<file path="src/rtl/microblaze_0_bram_port_arbiter.sv">
// Two-requester round-robin arbiter with a per-owner burst cap. It time-shares
// port B of the MicroBlaze local-memory BRAM and returns read data with a
// fixed 3-cycle latency, tagged to the requester that issued the access.
module microblaze_0_bram_port_arbiter #(
  parameter logic [31:0] C_BASEADDR    = 32'h0000_0000,
  parameter logic [31:0] C_MEMSIZE     = 32'h0000_4000,
  parameter int unsigned C_PORT_DWIDTH = 32,
  parameter int unsigned C_PORT_AWIDTH = 32,
  parameter int unsigned C_NUM_WE      = 4,
  parameter int unsigned C_MAX_BURST   = 4
) (
  input  logic                     BRAM_Clk,
  input  logic                     BRAM_Rst,
  input  logic                     M0_Req,
  input  logic                     M0_Wr,
  input  logic [0:C_PORT_AWIDTH-1] M0_Addr,
  input  logic [0:C_PORT_DWIDTH-1] M0_WData,
  input  logic [0:C_NUM_WE-1]      M0_BE,
  output logic                     M0_Gnt,
  output logic                     M0_RdValid,
  output logic [0:C_PORT_DWIDTH-1] M0_RData,
  output logic                     M0_Err,
  input  logic                     M1_Req,
  input  logic                     M1_Wr,
  input  logic [0:C_PORT_AWIDTH-1] M1_Addr,
  input  logic [0:C_PORT_DWIDTH-1] M1_WData,
  input  logic [0:C_NUM_WE-1]      M1_BE,
  output logic                     M1_Gnt,
  output logic                     M1_RdValid,
  output logic [0:C_PORT_DWIDTH-1] M1_RData,
  output logic                     M1_Err,
  output logic                     BRAM_EN,
  output logic [0:C_NUM_WE-1]      BRAM_WEN,
  output logic [0:C_PORT_AWIDTH-1] BRAM_Addr,
  output logic [0:C_PORT_DWIDTH-1] BRAM_Dout,
  input  logic [0:C_PORT_DWIDTH-1] BRAM_Din
);

  localparam int unsigned CNT_W = 4;
  localparam logic [CNT_W-1:0] MAX_BURST = CNT_W'(C_MAX_BURST);
  localparam logic [C_PORT_AWIDTH-1:0] BASE_ADDR = C_PORT_AWIDTH'(C_BASEADDR);
  localparam logic [C_PORT_AWIDTH-1:0] MEM_SIZE  = C_PORT_AWIDTH'(C_MEMSIZE);
  localparam logic [C_PORT_AWIDTH-1:0] WORD_MASK = ~C_PORT_AWIDTH'(3);

  typedef enum logic [1:0] {
    ST_IDLE = 2'd0,
    ST_OWN0 = 2'd1,
    ST_OWN1 = 2'd2
  } arb_state_e;

  arb_state_e       state, state_nxt;
  logic [CNT_W-1:0] burst_cnt, burst_cnt_nxt;
  logic             gnt0_c, gnt1_c;
  logic             accept_c;

  logic                     sel_wr;
  logic [C_PORT_AWIDTH-1:0] sel_addr;
  logic [C_PORT_DWIDTH-1:0] sel_wdata;
  logic [C_NUM_WE-1:0]      sel_be;
  logic [C_PORT_AWIDTH-1:0] offset;
  logic                     in_win;

  logic                     en_q;
  logic [C_NUM_WE-1:0]      wen_q;
  logic [C_PORT_AWIDTH-1:0] addr_q;
  logic [C_PORT_DWIDTH-1:0] dout_q;

  logic s1_valid, s1_id, s1_rd, s1_err;
  logic s2_valid, s2_id, s2_rd, s2_err;

  logic                     rd_valid0_q, rd_valid1_q, err0_q, err1_q;
  logic [C_PORT_DWIDTH-1:0] rdata0_q, rdata1_q;

  // Arbiter state and burst counter register
  always_ff @(posedge BRAM_Clk) begin
    if (BRAM_Rst) begin
      state     <= ST_IDLE;
      burst_cnt <= '0;
    end else begin
      state     <= state_nxt;
      burst_cnt <= burst_cnt_nxt;
    end
  end

  // Grant decision and next arbiter state; grants depend only on Req, state and burst_cnt
  always_comb begin
    gnt0_c        = 1'b0;
    gnt1_c        = 1'b0;
    state_nxt     = state;
    burst_cnt_nxt = burst_cnt;
    if (!BRAM_Rst) begin
      if (M0_Req && !M1_Req) begin
        gnt0_c = 1'b1;
      end else if (M1_Req && !M0_Req) begin
        gnt1_c = 1'b1;
      end else if (M0_Req && M1_Req) begin
        unique case (state)
          ST_OWN0: begin
            if (burst_cnt < MAX_BURST) gnt0_c = 1'b1;
            else                       gnt1_c = 1'b1;
          end
          ST_OWN1: begin
            if (burst_cnt < MAX_BURST) gnt1_c = 1'b1;
            else                       gnt0_c = 1'b1;
          end
          default: gnt0_c = 1'b1;
        endcase
      end

      if (gnt0_c) begin
        state_nxt = ST_OWN0;
        if (state == ST_OWN0)
          burst_cnt_nxt = (burst_cnt < MAX_BURST) ? burst_cnt + CNT_W'(1) : burst_cnt;
        else
          burst_cnt_nxt = CNT_W'(1);
      end else if (gnt1_c) begin
        state_nxt = ST_OWN1;
        if (state == ST_OWN1)
          burst_cnt_nxt = (burst_cnt < MAX_BURST) ? burst_cnt + CNT_W'(1) : burst_cnt;
        else
          burst_cnt_nxt = CNT_W'(1);
      end else begin
        state_nxt     = ST_IDLE;
        burst_cnt_nxt = '0;
      end
    end
  end

  assign M0_Gnt   = gnt0_c;
  assign M1_Gnt   = gnt1_c;
  assign accept_c = gnt0_c | gnt1_c;

  // Select the granted requester's access and range-check it against the window
  always_comb begin
    sel_wr    = gnt1_c ? M1_Wr    : M0_Wr;
    sel_addr  = gnt1_c ? M1_Addr  : M0_Addr;
    sel_wdata = gnt1_c ? M1_WData : M0_WData;
    sel_be    = gnt1_c ? M1_BE    : M0_BE;
    offset    = sel_addr - BASE_ADDR;
    in_win    = (offset < MEM_SIZE);
  end

  // Registered BRAM port drive; out-of-window accesses never enable the BRAM
  always_ff @(posedge BRAM_Clk) begin
    if (BRAM_Rst) begin
      en_q   <= 1'b0;
      wen_q  <= '0;
      addr_q <= '0;
      dout_q <= '0;
    end else begin
      en_q  <= accept_c && in_win;
      wen_q <= (accept_c && in_win && sel_wr) ? sel_be : '0;
      if (accept_c && in_win) begin
        addr_q <= offset & WORD_MASK;
        dout_q <= sel_wdata;
      end
    end
  end

  // Reset also squashes whatever access is already on the port this cycle
  assign BRAM_EN   = en_q & ~BRAM_Rst;
  assign BRAM_WEN  = BRAM_Rst ? '0 : wen_q;
  assign BRAM_Addr = addr_q;
  assign BRAM_Dout = dout_q;

  // Requester tag pipeline aligned with the BRAM read latency
  always_ff @(posedge BRAM_Clk) begin
    if (BRAM_Rst) begin
      s1_valid <= 1'b0;
      s1_id    <= 1'b0;
      s1_rd    <= 1'b0;
      s1_err   <= 1'b0;
      s2_valid <= 1'b0;
      s2_id    <= 1'b0;
      s2_rd    <= 1'b0;
      s2_err   <= 1'b0;
    end else begin
      s1_valid <= accept_c;
      s1_id    <= gnt1_c;
      s1_rd    <= ~sel_wr;
      s1_err   <= ~in_win;
      s2_valid <= s1_valid;
      s2_id    <= s1_id;
      s2_rd    <= s1_rd;
      s2_err   <= s1_err;
    end
  end

  // Response stage: route read data and error pulses to the issuing requester
  always_ff @(posedge BRAM_Clk) begin
    if (BRAM_Rst) begin
      rd_valid0_q <= 1'b0;
      rd_valid1_q <= 1'b0;
      err0_q      <= 1'b0;
      err1_q      <= 1'b0;
      rdata0_q    <= '0;
      rdata1_q    <= '0;
    end else begin
      rd_valid0_q <= s2_valid && !s2_id && s2_rd;
      rd_valid1_q <= s2_valid &&  s2_id && s2_rd;
      err0_q      <= s2_valid && !s2_id && s2_err;
      err1_q      <= s2_valid &&  s2_id && s2_err;
      if (s2_valid && !s2_id && s2_rd)
        rdata0_q <= s2_err ? '0 : BRAM_Din;
      if (s2_valid && s2_id && s2_rd)
        rdata1_q <= s2_err ? '0 : BRAM_Din;
    end
  end

  assign M0_RdValid = rd_valid0_q;
  assign M1_RdValid = rd_valid1_q;
  assign M0_Err     = err0_q;
  assign M1_Err     = err1_q;
  assign M0_RData   = rdata0_q;
  assign M1_RData   = rdata1_q;

endmodule
</file>
<file path="config.mk">
export PLATFORM = sky130hd
export DESIGN_NAME = microblaze_0_bram_port_arbiter
export DESIGN_NICKNAME = d
export VERILOG_FILES = /design/src/rtl/microblaze_0_bram_port_arbiter.sv
export SDC_FILE = /design/constraint.sdc
export NUM_CORES = 1
export LEC_CHECK = 0
export CAP_MARGIN = 20
export CORE_UTILIZATION = 40
export CTS_CLUSTER_SIZE = 16
export DETAILED_ROUTE_END_ITERATION = 10
export PLACE_DENSITY = 0.8
export SLEW_MARGIN = 20
export SYNTH_ARGS = -nofsm -noshare
export SYNTH_HDL_FRONTEND = slang
export SYNTH_SLANG_ARGS = --single-unit
</file>
<file path="constraint.sdc">
create_clock -name BRAM_Clk -period 2.9 [get_ports BRAM_Clk]
set_input_delay 0.58 -clock BRAM_Clk [delete_from_list [all_inputs] [get_ports BRAM_Clk]]
set_output_delay 0.58 -clock BRAM_Clk [all_outputs]
set_load 0.005 [all_outputs]
</file>
# After elaboration in Yosys (flattened, before gate mapping)
# Index checks and enable logic that the tools add are counted.
# word_totals
in_bits	174
ramBits	0
mem_bits_ro	0
mem_count	0
reg_bits	149
latch_bits	0
# op_classes
order_cmp	2
n_addsub	1
reduce_logical	16
div	0
eq_ne	2
n_mux	27
bitwise_logic	6
shifts	0
mul	0
# op_table
operator	n
two-way mux 32 bit	3
< comparator 32 x 15 -> 1 bit, second input constant	1
two-way mux 4 bit	7
two-way mux 1 bit	14
logical AND 1 bit	11
adder 4 x 1 -> 4 bit, second input constant	1
< comparator 4 x 3 -> 1 bit, second input constant	1
NOT 1 bit	4
case mux 1 bit (2 select lines)	2
OR reduction 2 bit	2
logical NOT 1 bit	3
== test 2 x 1 -> 1 bit, second input constant	1
== test 2 bit, second input constant	1
two-way mux 2 bit	1
AND 1 bit	1
bitwise OR 1 bit	1

# Longest topological paths before layout
# Gate-level depths: netlist of the first run.
# depth
depth_word	14
depth_mapped	10
depth_no_buf	7

# Worst setup path after synthesis of the first run
# Ideal clock, no wire load.
# synth_path
path_kind	register -> output
from	reg state[0]
to	out M1_Gnt
slack_ps	760
path_buffers	2
t_required_ps	2320
path_stages_with_launch	8
arrival_ps	1560
path_cell_list	dfxtp_1 > inv_1 > ha_1 > or3b_1 > a31oi_1 > buf_2 > nor2b_1 > buf_2
# synth_between
elab_chain_len	7
word_cells_on_any_way	8
classes_between	eq/ne: 2; mux: 6
# synth_lines
element	line_no	text
from (decl)	51	arb_state_e state, state_nxt;
from (signal assigned)	80	state <= state_nxt;
== test 2 bit / == test 2 x 1 -> 1 bit (equally long branches)	97	unique case (state)
case mux 1 bit (2 select lines) *	97	
two-way mux 1 bit *	96	end else if (M0_Req && M1_Req) begin
two-way mux 1 bit *	94	end else if (M1_Req && !M0_Req) begin
two-way mux 1 bit *	92	if (M0_Req && !M1_Req) begin
two-way mux 1 bit * (2 in series)	91	if (!BRAM_Rst) begin
to (decl)	28	output logic M1_Gnt,
# Every way passes the cells marked *; elsewhere a longest branch is shown, timed or not. The select of a mux whose other input is x is not followed.

# Worst setup path after layout of the first run
# layout_path
from	reg state[0]
to	out M0_Gnt
# layout_between
elab_chain_len	7
word_cells_on_any_way	8
classes_between	eq/ne: 2; mux: 6
# layout_lines
element	line_no	text
== test 2 bit / == test 2 x 1 -> 1 bit (equally long branches)	97	
case mux 1 bit (2 select lines) *	97	
two-way mux 1 bit *	96	
two-way mux 1 bit *	94	
two-way mux 1 bit *	92	
two-way mux 1 bit * (2 in series)	91	
to (decl)	19	output logic M0_Gnt,
# Marked as above.

==> flow_summary.json, run 1 <==
{
  "cts_inserted_buffers": 17,
  "crit_path_max_incr_delay_ps": 480,
  "hold_violations": 0,
  "multiInputGateArea_sq_um": 2950,
  "die_x_um": 126.2,
  "final_max_slew_viol_count": 0,
  "drt_iter0_markers": 227,
  "grt_pass1_wl_um": 28210,
  "grt.busiest_layer": "met2",
  "power.leakage_nw": 3.500,
  "hold_buffers": 0,
  "ys.warnings.count": 0,
  "crit_type": "register to output pin",
  "post-route-period-util_pct": 93.15,
  "clkSinkCount": 149,
  "start_util_pct": 40.74,
  "drc": 0,
  "p_per_area_nw_per_um2": 477.2,
  "met2_usage_pct": 40.10,
  "fin_skew_ps": 9.782,
  "use_met3_pct": 8.794,
  "ff_latch_area_sq_um": 2983,
  "hold_slack_ps": 435.7,
  "num_io_pins": 313,
  "layout_common_cells": "304 x clkdlybuf4s50_1, 149 x dfxtp_1, 134 x nand2_1",
  "clockBufferDepth": 2,
  "end_kind": "output pin",
  "ys_types": 37,
  "cp_num_buf_inv": 2,
  "status": "completed",
  "path_cells": "inv_1, ha_2, nand2b_1, o31ai_1, nor2_1, clkdlybuf4s50_1",
  "nNetsFinal": 1137,
  "critPathTopFamily": "buffers and inverters",
  "period_needed_ps": 2701,
  "min_to": "s2_id",
  "layout-drive-gt1-share_pct": 7.320,
  "utilization_pct": 66.11,
  "reg2reg_from": "state[0]",
  "rsz0062_at_grt": "false",
  "first_global_vias": 5484,
  "min_from": "s1_id",
  "area_delta_synth_final_pct": 62.30,
  "die_y_um": 126.2,
  "fin_tns_setup_ps": 0,
  "totalPowerFinal_mw": 4.778,
  "r2r_slack_ps": 500,
  "clk_pin_slew_ps": 60,
  "syn-cell-area_sq_um": 6170,
  "critPathLaunchType": "register",
  "h-tree-depth": 4,
  "postLayoutSetupSlackWorst_ps": 198.8,
  "clock_latency_ps": 420,
  "timing.critical_path.slowest_stage_cell": "clkdlybuf4s50_1",
  "place_congestion": 0.7831,
  "rows": 45,
  "antenna_found_initial": 1,
  "grt_usage_pct": 22.93,
  "worstMarginPinSlew_ps": 798.6,
  "synth_cells": 666,
  "mostFrequentLayoutCell": "clkdlybuf4s50_1",
  "post-place-ws_ps": 182.1,
  "cp_num_cells": 6,
  "dieArea_sq_um": 15930,
  "r2r-end": "BRAM_Dout[5]",
  "synth_seq_area_share_pct": 48.35,
  "hpwl_um": 13190,
  "ff2ff_path_depth": 9,
  "setup_violations": 0,
  "cts_tree": "yes",
  "drt_pass1_iterations": 4,
  "slew-limit-headroom_pct": 46.27,
  "wl_um": 18190,
  "cap_violations": 0,
  "fillers": 1227,
  "grt_max_degree": 72,
  "hold_path_depth": 1,
  "critPathMaxFanout": 3,
  "syn_avg_cell_area_sq_um": 9.264,
  "ant_nets": 0,
  "peakVddDrop_mv": 0.4053,
  "hp-class": "register to register",
  "grt_overflow": 0,
  "clock.fmax_mhz": 370.2,
  "met1_usage_pct": 25.39,
  "cts_root_buffer": "clkbuf_16",
  "core_sq_um": 15150,
  "wl_per_cell_um": 15.70,
  "crit_arrival_ps": 2120,
  "portBuffers": 306,
  "vias": 5536,
  "required_ps": 2320,
  "synth_seq_cells": 149,
  "vias_per_cell": 4.777
}
[metrics by stage]
stage	instances	cell area (sq um)
2_1_floorplan	667	6173
3_3_place_gp	1129	9404
3_5_place_dp	1129	9404
4_1_cts	1158	10010
5_1_grt	1159	10010
6_report	1159	10010
[state kept, by name (all words and copies together) (netlist names)]
signal / cells
BRAM_Dout: 32
M0_RData: 32
M1_RData: 32
BRAM_Addr: 30
burst_cnt: 4
wen_q: 4
state: 2
M0_Err: 1
M0_RdValid: 1
M1_Err: 1
M1_RdValid: 1
en_q: 1
s1_err: 1
s1_id: 1
s1_rd: 1
s1_valid: 1
s2_err: 1
s2_id: 1
s2_rd: 1
s2_valid: 1
[logic make-up (layout without fill, tap and decap cells)]
group / Yosys count / after routing / synth area share [%]
other cells: 1 / 3 / 0.06078
xor+xnor: 1 / 1 / 0.1420
fa+ha+maj: 3 / 3 / 0.6085
buf+inv: 57 / 360 / 4.441
compound gates: 80 / 80 / 6.997
simple gates: 286 / 286 / 24.96
mux: 89 / 89 / 14.44
flops: 149 / 149 / 48.35
[metal layers]
layer / wire [um] / up-vias
li1: - / 2801
met1: 7095 / 2519
met2: 9338 / 200
met3: 1506 / 16
met4: 250 / 0
met5: 0 / -
[worst register-to-register path, delay by kind of cell, from the launching register on]
family	cells	cell delay [ps]
mux	1	250
simple gates	2	580
fa+ha+maj	1	220
buf+inv	3	500
flops	1	310
compound gates	2	470
[power by group]
group | switching, mW | internal (mW) | leakage, nW
registers | 0.00640 | 2.06 | 1.20
logic | 0.158 | 0.290 | 2.01
clock network | 0.821 | 1.44 | 0.287
[synthesized netlist by cell type]
master / number / share of area, %
dfxtp_1: 149 / 48
nand2_1: 134 / 8.2
mux2i_1: 89 / 14
a21oi_1: 66 / 5.4
nand2b_1: 46 / 4.7
nor2b_1: 44 / 4.5
clkbuf_1: 28 / 1.7
nor3b_2: 18 / 3.7
nor2_1: 10 / 0.61
inv_1: 8 / 0.49
nor4_1: 8 / 0.81
nor3_1: 7 / 0.57
buf_1: 6 / 0.37
buf_2: 6 / 0.49
buf_6: 5 / 0.91
nand4_1: 5 / 0.51
o31ai_1: 5 / 0.61
buf_4: 4 / 0.49
ha_1: 3 / 0.61
nand3_1: 3 / 0.24
nor3b_1: 3 / 0.37
a211oi_1: 2 / 0.24
and2_1: 2 / 0.20
or4_1: 2 / 0.24
a22o_1: 1 / 0.14
a31oi_1: 1 / 0.10
and3_1: 1 / 0.10
conb_1: 1 / 0.061
nor4b_1: 1 / 0.14
o21a_1: 1 / 0.12
o21ai_0: 1 / 0.081
o21ai_1: 1 / 0.081
o21bai_1: 1 / 0.12
o311ai_1: 1 / 0.14
or2_2: 1 / 0.10
or3b_1: 1 / 0.14
xor2_1: 1 / 0.14
[what timing repair did]
action / 4_1_cts / 5_1_grt
setup endpoints to repair: 1 / 0
gates resized for setup: 4 / 0
setup buffers: 0 / 0
[area by class of cell]
| type | count | area share, % |
|---|---|---|
| timing repair buffer | 323 | 32.08 |
| sequential | 149 | 29.79 |
| multi-input combinational | 461 | 29.46 |
| clock buffer | 19 | 4.423 |
| tap | 188 | 2.349 |
| clock inverter | 10 | 1.574 |
| inverter | 8 | 0.2999 |
| antenna | 1 | 0.02499 |
[how the worst max path moves through the flow]
stage	end	start
final	M0_Gnt	state[0]
after floorplan	M1_Gnt	state[0]
after global routing	M0_Gnt	state[0]
after detailed placement	BRAM_Addr[25]	M1_Addr[6]
after global placement	BRAM_Addr[24]	M1_Addr[6]
after CTS	M0_Gnt	state[0]
No activity file was read; power rests on OpenSTA's default activity.
==> inputs of run 2 (changes only) <==
--- a/constraint.sdc
+++ b/constraint.sdc
@@ -3,2 +3,2 @@
 set_output_delay 0.58 -clock BRAM_Clk [all_outputs]
-set_load 0.005 [all_outputs]
+set_load 0.02 [all_outputs]
==> run 2 against run 1 <==
  * Global-route usage increased by 0.69 points
  * Final cell count hardly changed
  * Clock power about the same
  * Fmax decreased by 2.3%
  * Hold slack got worse by 4.6 ps
  * Critical endpoint unchanged
  * Largest cell class unchanged
==> flow_summary.json, run 2 (synthesis results as in run 1) <==
{
  "drt_pass1_iterations": 5,
  "wl_per_cell_um": 15.89,
  "met2WireLength_um": 9460,
  "clkSinkCount": 149,
  "drt_iter0_markers": 227,
  "dieArea_sq_um": 15930,
  "grt_usage_pct": 23.61,
  "routed.top_layer": "met4",
  "cts_inserted_buffers": 17,
  "clk_pin_slew_ps": 60,
  "core_sq_um": 15150,
  "layout-drive-gt1-share_pct": 7.407,
  "h-tree-depth": 4,
  "period_needed_ps": 2766,
  "route.met3.wl_um": 1501,
  "critPathLaunchType": "register",
  "clock_latency_ps": 420,
  "layout_common_cells": "304 x clkdlybuf4s50_1, 149 x dfxtp_1, 134 x nand2_1",
  "required_ps": 2320,
  "setup_violations": 0,
  "dpl_cell_area_sq_um": 9397,
  "ant_nets": 0,
  "cap_violations": 0,
  "cts_tree": "yes",
  "grt_max_degree": 72,
  "crit_type": "register to output pin",
  "mostFrequentLayoutCell": "clkdlybuf4s50_1",
  "wl_met1_um": 7153,
  "fin_tns_setup_ps": 0,
  "nNetsFinal": 1136,
  "hpwl_um": 13160,
  "drc": 0,
  "area_delta_synth_final_pct": 62.18,
  "portBuffers": 306,
  "grt_pass1_wl_um": 29120,
  "hold_violations": 0,
  "end_kind": "output pin",
  "worstMarginPinSlew_ps": 880.0,
  "num_io_pins": 313,
  "post-route-period-util_pct": 95.37,
  "finalInstanceArea_sq_um": 10010,
  "grt_overflow": 0,
  "fin_skew_ps": 10.45,
  "place_congestion": 0.7982,
  "rows": 45,
  "die_x_um": 126.2,
  "vias": 5645,
  "antenna_found_initial": 0,
  "critPathMaxFanout": 3,
  "vias_per_cell": 4.866,
  "antenna_cells": 0,
  "wl_um": 18430,
  "clockBufferDepth": 2,
  "hp-class": "register to register",
  "rsz0062_at_grt": "false",
  "die_y_um": 126.2,
  "final_max_slew_viol_count": 0,
  "peakVddDrop_mv": 0.4229,
  "slew-limit-headroom_pct": 40.79,
  "clock.fmax_mhz": 361.6,
  "status": "completed",
  "start_util_pct": 40.74,
  "p_per_area_nw_per_um2": 480.1,
  "cts_root_buffer": "clkbuf_16",
  "power.leakage_nw": 3.498,
  "crit_arrival_ps": 2190,
  "first_global_vias": 5713
}
-- run 2: final timing paths --
kind / start / end / slack, ps / cells past startpoint
min reg2reg: s1_rd / s2_rd / 430 / 1
max reg2reg: state[0] / burst_cnt[2] / 400 / 8
max: state[0] / M0_Gnt / 130 / 6
min: s1_rd / s2_rd / 430 / 1
-- run 2: per-stage QoR --
stage | utilization, % | std cells | setup WS [ps] | power [mW] | hold slack (ps)
4_1_cts | 66.09 | 1160 | 92.36 | 4.848 | 433.5
3_3_place_gp | 62.04 | 1128 | 169.6 | 2.565 | 416.1
5_1_grt | 66.06 | 1160 | 4.236 | 4.972 | 452.3
3_5_place_dp | 62.04 | 1128 | 139.3 | 2.569 | 420.4
6_report | 66.06 | 1160 | 134.2 | 4.804 | 431.1
2_1_floorplan | - | 667 | 710.8 | 2.284 | 413.8
-- run 2: cell type report --
| type | count | area, sq um |
|---|---|---|
| clock buffers | 18 | 439.2 |
| clock inverters | 14 | 175.2 |
| fillers | 1245 | 5140 |
| inverters | 8 | 30.03 |
| multi-input cells | 461 | 2943 |
| flip-flops and latches | 149 | 2983 |
| well taps | 188 | 235.2 |
| repair buffers | 322 | 3201 |
-- run 2: where the power goes --
part | internal (mW) | switching, mW
Clock | 1.38 | 0.897
Combinational | 0.287 | 0.168
Sequential | 2.06 | 0.00621
Total | 3.73 | 1.07
-- run 2: repair_timing --
| action | in CTS | in global routing |
|---|---|---|
| endpoints found under the hold margin | 0 | 0 |
| gates resized for setup | 1 | 2 |
| pin swaps | 0 | 0 |
| hold buffers | 0 | 0 |
| setup endpoints to repair | 1 | 1 |
| buffers inserted | 0 | 0 |
-- run 2: layer usage --
| metal | GRT usage [%] | vias to the layer above |
|---|---|---|
| met5 | 0 | - |
| met4 | 7.229 | 0 |
| met3 | 9.261 | 21 |
| met2 | 42.87 | 213 |
| met1 | 25.02 | 2608 |
| li1 | - | 2803 |
-- run 2: critical path: stages, from the launching register on --
cell	delay [ps]
dfxtp_1	330
inv_1	50
ha_1	270
nand2b_1	180
o31ai_1	310
nor2_1	70
clkdlybuf4s50_1	560
==> inputs of run 3 (changes only) <==
Settings changed: ABC_CLOCK_PERIOD_IN_PS from default to 2900, HOLD_SLACK_MARGIN from default to 0.1.
==> results of run 3 <==
Same layout as run 2: the final DEF is identical, and so are final timing and power.
